==> src/rtl/lcd_framebuffer_writer.sv <==
`timescale 1ns/1ps
`default_nettype none
// ============================================================================
// Module   : lcd_framebuffer_writer
// Brief    : Packs 2-bit PPU pixels four-per-byte and queues them as
//            framebuffer writes through a small FIFO.
//            Define LCD_FB_DOUBLE_BUFFER_EN to flip fb_addr[13] each frame.
// Revision : 1.0 - initial release
// ============================================================================
module lcd_framebuffer_writer #(
    parameter int FIFO_DEPTH = 4
) (
    input  logic        clk,
    input  logic        reset,
    input  logic [1:0]  pixel_in,
    input  logic        pixel_valid,
    input  logic        ppu_hblank,
    input  logic        ppu_vblank,
    output logic [13:0] fb_addr,
    output logic [7:0]  fb_data,
    output logic        fb_valid,
    input  logic        fb_ready,
    output logic        frame_done,
    output logic        overflow
);

    localparam int                 c_PTR_W  = $clog2(FIFO_DEPTH);
    localparam logic [c_PTR_W:0]   c_DEPTH  = (c_PTR_W + 1)'(FIFO_DEPTH);
    localparam logic [7:0]         c_PIXELS = 8'd160;
    localparam logic [7:0]         c_LINES  = 8'd144;

    typedef enum logic [2:0] {
        ST_SYNC   = 3'd0,
        ST_VBLANK = 3'd1,
        ST_ACTIVE = 3'd2,
        ST_HBLANK = 3'd3,
        ST_DRAIN  = 3'd4
    } state_t;

    state_t               r_state;
    logic [7:0]           r_x;
    logic [7:0]           r_y;
    logic [7:0]           r_pack;
    logic                 r_frame_done;
    logic                 r_overflow;

    logic [12:0]          r_mem_addr [FIFO_DEPTH];
    logic [7:0]           r_mem_data [FIFO_DEPTH];
    logic [c_PTR_W-1:0]   r_wr_ptr;
    logic [c_PTR_W-1:0]   r_rd_ptr;
    logic [c_PTR_W:0]     r_count;

    logic                 w_bank;
    logic                 w_accept;
    logic                 w_push_req;
    logic                 w_full;
    logic                 w_pop;
    logic                 w_push;
    logic                 w_drop;
    logic                 w_drain_done;
    logic [12:0]          w_y13;
    logic [12:0]          w_addr;
    logic [7:0]           w_data;

    assign fb_valid   = (r_count != '0);
    assign fb_addr    = {w_bank, r_mem_addr[r_rd_ptr]};
    assign fb_data    = r_mem_data[r_rd_ptr];
    assign frame_done = r_frame_done;
    assign overflow   = r_overflow;

    assign w_accept     = (r_state == ST_ACTIVE) && !ppu_vblank && !ppu_hblank &&
                          pixel_valid && (r_x < c_PIXELS) && (r_y < c_LINES);
    assign w_push_req   = w_accept && (r_x[1:0] == 2'b11);
    assign w_full       = (r_count == c_DEPTH);
    assign w_pop        = fb_valid && fb_ready;
    assign w_push       = w_push_req && (!w_full || w_pop);
    assign w_drop       = w_push_req && w_full && !w_pop;
    assign w_drain_done = (r_state == ST_DRAIN) && !fb_valid;

    // Line base is y*40 = y*32 + y*8.
    assign w_y13  = {5'd0, r_y};
    assign w_addr = (w_y13 << 5) + (w_y13 << 3) + {7'd0, r_x[7:2]};
    assign w_data = {pixel_in, r_pack[5:0]};

`ifdef LCD_FB_DOUBLE_BUFFER_EN
    logic r_bank;
    always_ff @(posedge clk or posedge reset) begin
        if (reset)
            r_bank <= 1'b0;
        else if (w_drain_done)
            r_bank <= ~r_bank;
    end
    assign w_bank = r_bank;
`else
    assign w_bank = 1'b0;
`endif

    always_ff @(posedge clk or posedge reset) begin
        if (reset) begin
            r_wr_ptr <= '0;
            r_rd_ptr <= '0;
            r_count  <= '0;
            for (int i = 0; i < FIFO_DEPTH; i++) begin
                r_mem_addr[i] <= '0;
                r_mem_data[i] <= '0;
            end
        end else begin
            if (w_push) begin
                r_mem_addr[r_wr_ptr] <= w_addr;
                r_mem_data[r_wr_ptr] <= w_data;
                r_wr_ptr             <= r_wr_ptr + c_PTR_W'(1);
            end
            if (w_pop)
                r_rd_ptr <= r_rd_ptr + c_PTR_W'(1);
            case ({w_push, w_pop})
                2'b10:   r_count <= r_count + (c_PTR_W + 1)'(1);
                2'b01:   r_count <= r_count - (c_PTR_W + 1)'(1);
                default: r_count <= r_count;
            endcase
        end
    end

    always_ff @(posedge clk or posedge reset) begin
        if (reset) begin
            r_state      <= ST_SYNC;
            r_x          <= '0;
            r_y          <= '0;
            r_pack       <= '0;
            r_frame_done <= 1'b0;
            r_overflow   <= 1'b0;
        end else begin
            r_frame_done <= 1'b0;
            if (w_drop)
                r_overflow <= 1'b1;
            case (r_state)
                ST_SYNC: begin
                    if (ppu_vblank)
                        r_state <= ST_VBLANK;
                end
                ST_VBLANK: begin
                    if (!ppu_vblank) begin
                        r_state    <= ST_ACTIVE;
                        r_x        <= '0;
                        r_y        <= '0;
                        r_pack     <= '0;
                        r_overflow <= 1'b0;
                    end
                end
                ST_ACTIVE: begin
                    if (ppu_vblank) begin
                        r_state <= ST_DRAIN;
                    end else if (ppu_hblank) begin
                        r_state <= ST_HBLANK;
                        r_x     <= '0;
                        r_pack  <= '0;
                        if (r_y != c_LINES)
                            r_y <= r_y + 8'd1;
                    end else if (w_accept) begin
                        r_x <= r_x + 8'd1;
                        case (r_x[1:0])
                            2'd0:    r_pack[1:0] <= pixel_in;
                            2'd1:    r_pack[3:2] <= pixel_in;
                            2'd2:    r_pack[5:4] <= pixel_in;
                            default: r_pack      <= '0;
                        endcase
                    end
                end
                ST_HBLANK: begin
                    if (ppu_vblank)
                        r_state <= ST_DRAIN;
                    else if (!ppu_hblank)
                        r_state <= ST_ACTIVE;
                end
                ST_DRAIN: begin
                    if (w_drain_done) begin
                        r_state      <= ST_VBLANK;
                        r_frame_done <= 1'b1;
                    end
                end
                default: r_state <= ST_SYNC;
            endcase
        end
    end

endmodule
`default_nettype wire

==> config.mk <==
export PLATFORM = sky130hd
export DESIGN_NAME = lcd_framebuffer_writer
export DESIGN_NICKNAME = d
export VERILOG_FILES = /design/src/rtl/lcd_framebuffer_writer.sv
export SDC_FILE = /design/constraint.sdc
export NUM_CORES = 1
export LEC_CHECK = 0
export ABC_AREA = 1
export CAP_MARGIN = 5
export CORE_ASPECT_RATIO = 0.6
export CORE_MARGIN = 2
export CORE_UTILIZATION = 54
export CTS_BUF_LIST = sky130_fd_sc_hd__clkbuf_8
export DETAILED_ROUTE_END_ITERATION = 8
export PLACE_DENSITY = 0.81
export SYNTH_ARGS = -nofsm -noshare
export SYNTH_HDL_FRONTEND = slang
export SYNTH_SLANG_ARGS = --single-unit
==> constraint.sdc <==
create_clock -name clk -period 4 [get_ports clk]
set_clock_uncertainty 0.05 [all_clocks]
set_input_delay 0.8 -clock clk [delete_from_list [all_inputs] [get_ports clk]]
set_output_delay 0.8 -clock clk [all_outputs]
set_load 0.01 [all_outputs]
==> flow_summary.json <==
{
  "outcome": "complete, no violations",
  "nNetsFinal": 890,
  "path_class": "reg2out",
  "dp_hpwl_um": 10400,
  "drt_iter0_drc": 550,
  "io_pins": 33,
  "setup_viol": 0,
  "numCtsBuffers": 17,
  "placedCellCount": 994,
  "area_delta_synth_final_pct": 13.8,
  "finalMaxSlewViolations": 0,
  "firstDrtPassIters": 5,
  "min_period_over_period_pct": 81.4,
  "drc": 0,
  "final_layout_size_suffix_gt1_share_pct": 7.51,
  "place_congestion": 0.898,
  "clk_latency_ns": 0.44,
  "cts.sinks": 118,
  "cts_tree": "built",
  "wl_per_cell_um": 15.8,
  "powerDensity_nw_per_um2": 586,
  "layoutNonFillerInstCount": 1026,
  "synth_cell_types": 32,
  "synth_mux_area_share_pct": 0,
  "leakage_nw": 3.83,
  "synth_xor_area_share_pct": 1.24,
  "path_cells": "inv_1 > buf_4 > o21ai_0 > o22ai_1 > clkdlybuf4s50_1",
  "gr-total-overflow": 0,
  "grt_max_degree": 88,
  "synth_compound_area_share_pct": 8.33,
  "final_antenna_net_count": 0,
  "core_area_sq_um": 11400,
  "max_slew_margin_pct": 41.9,
  "yosys.area_share.simple_pct": 31.0,
  "die-width_um": 144,
  "synth-seq-area-share_pct": 46.3,
  "synth-seq-cells": 118,
  "grt_antenna_before_repair": 0,
  "avgSynthCellArea_sq_um": 7.69,
  "grt_pass1_vias": 5373,
  "ir_drop_mv": 0.380,
  "tightest_slew_ns": 0.872,
  "synth_ff_type": "dfrtp_1",
  "synth_top_family_by_area": "simple AND/OR/NAND/NOR gates",
  "cts_setup_buffers": 0,
  "cp.arrival_ns": 2.41,
  "via_count": 5729,
  "crit_fanout": 8,
  "viasPerCell": 5.58,
  "cts_resized": 0,
  "cp-end-kind": "output pin",
  "syn_inst": 829,
  "die_area_sq_um": 12700,
  "crit_required_ns": 3.15,
  "yosysWarningCount": 0,
  "die_h_um": 88.1,
  "path_buf_inv": 3,
  "hold_viol_final": 0,
  "syn_area_sq_um": 6370,
  "synth_edf_count": 0,
  "max_freq_mhz": 307,
  "power_mw": 4.25,
  "async_flop_share_pct": 100,
  "grt_pass1_wl_um": 26900,
  "synth_fp_nets": 866,
  "port_buffers": 31,
  "fin_crit_ns": 3.26,
  "clkSlewWorstSetupHoldPaths_ns": 0.07,
  "fin_util_pct": 63.6,
  "drt-total-wl_um": 16200,
  "start_util_pct": 55.8,
  "synth-adder-area-share_pct": 6.05,
  "cpPeakStageDelay_ns": 0.59,
  "cp-start-kind": "flop",
  "min_path_type": "reg2reg",
  "cp_slowest_cell": "clkdlybuf4s50_1",
  "num_rows": 30,
  "cts-root-buf": "clkbuf_8",
  "grt_setup_unrepaired": "no",
  "finalSetupTns_ns": 0,
  "cap_viol_max_count": 0,
  "h-tree-depth": 4,
  "cp_top_family": "buffers and inverters",
  "whs_ns": 0.419,
  "grt_util_all_layers_pct": 27.7,
  "ctsHoldBuffers": 0,
  "clockBufferDepth": 2,
  "antenna_cells": 0
}
==> routing by layer <==
metal / track usage, % / routed length [um] / vias to the layer above
li1: - / - / 2761
met5: 0 / 0 / -
met1: 41.8 / 7650 / 2683
met4: 9.36 / 189 / 0
met3: 5.90 / 1580 / 23
met2: 39.7 / 6770 / 262
==> power by group <==
part / total (mW) / switching [mW] / leakage (nW) / internal (mW)
sequential: 1.44 / 0.142 / 1.62 / 1.30
clock: 1.22 / 0.535 / 0.214 / 0.682
combinational: 1.60 / 0.977 / 2.00 / 0.622
==> cell usage after synthesis (all sizes together) (2+ instances only) <==
cell      n  area share (%)
nand2   261              15
nand3   123             9.7
dfrtp   118              46
nor2     65             4.1
o21ai    64             5.0
inv      63             3.7
ha       26             5.1
buf      23             2.1
o22ai    22             2.2
clkbuf   20             1.2
a21oi    10            0.79
nand4     9            0.88
xor2      7            0.96
nor3      5            0.39
fa        3            0.94
o21a      2            0.24
xnor2     2            0.27
==> cell usage in the layout (no fill, tap or decap), drive strengths merged, types with 10 or more instances in the layout <==
cell type      count
nand2            261
nand3            123
dfrtp            118
inv               66
nor2              65
o21ai             64
clkdlybuf4s50     31
ha                26
o22ai             22
clkbuf            17
buf               17
a21oi             10
==> sequential cells by signal (all words and copies together) (netlist names) <==
signal and cells:
r_mem_addr 52, r_mem_data 32, r_x 8, r_y 8, r_pack 6, r_count 3
r_state 3, r_rd_ptr 2, r_wr_ptr 2, frame_done 1, overflow 1
==> final timing paths <==
| check | start | to | slack (ns) | depth (start not counted) |
|---|---|---|---|---|
| min in group asynchronous | reset | r_mem_addr[33] | 0.68 | 2 |
| setup reg to reg | r_y[0] | r_mem_addr[8] | 1.40 | 9 |
| hold / removal | r_mem_addr[31] | r_mem_addr[31] | 0.42 | 2 |
| max in group asynchronous | reset | r_count[2] | 2.42 | 3 |
| setup / recovery | r_rd_ptr[1] | fb_addr[0] | 0.74 | 5 |
| hold reg to reg | r_mem_addr[31] | r_mem_addr[31] | 0.42 | 2 |
==> area by class of cell <==
type,instances,area (sq um)
clock buffers,17,234
clock inverters,15,204
fillers,1017,4160
inverters,63,239
multi-input cells,605,2970
flip-flops and latches,118,2950
well taps,160,200
repair buffers,48,450
==> cells by family after synthesis <==
group	count (synthesis)
adders and majority gates	29
xor gates and xnor gates	9
buffers and inverters	106
AOI/OAI and AO/OA	99
and+or+nand+nor	467
other	1
DFF	118
==> worst register-to-register path: stages, from the launching register on <==
cell,delay (ns)
dfrtp_1,0.43
inv_1,0.14
fa_1,0.52
inv_1,0.07
fa_1,0.49
nand3_1,0.12
nand3_1,0.10
xor2_1,0.34
nand3_1,0.15
nand2_1,0.12
==> stage by stage <==
step | instance area [sq um] | setup slack (ns)
after global routing | 7250 | 0.680
after CTS | 7250 | 0.768
after floorplan | 6370 | 0.0209
after detailed placement | 6820 | 0.937
final | 7250 | 0.743
after global placement | 6820 | 1.03
No activity file was read; power rests on OpenSTA's default activity.
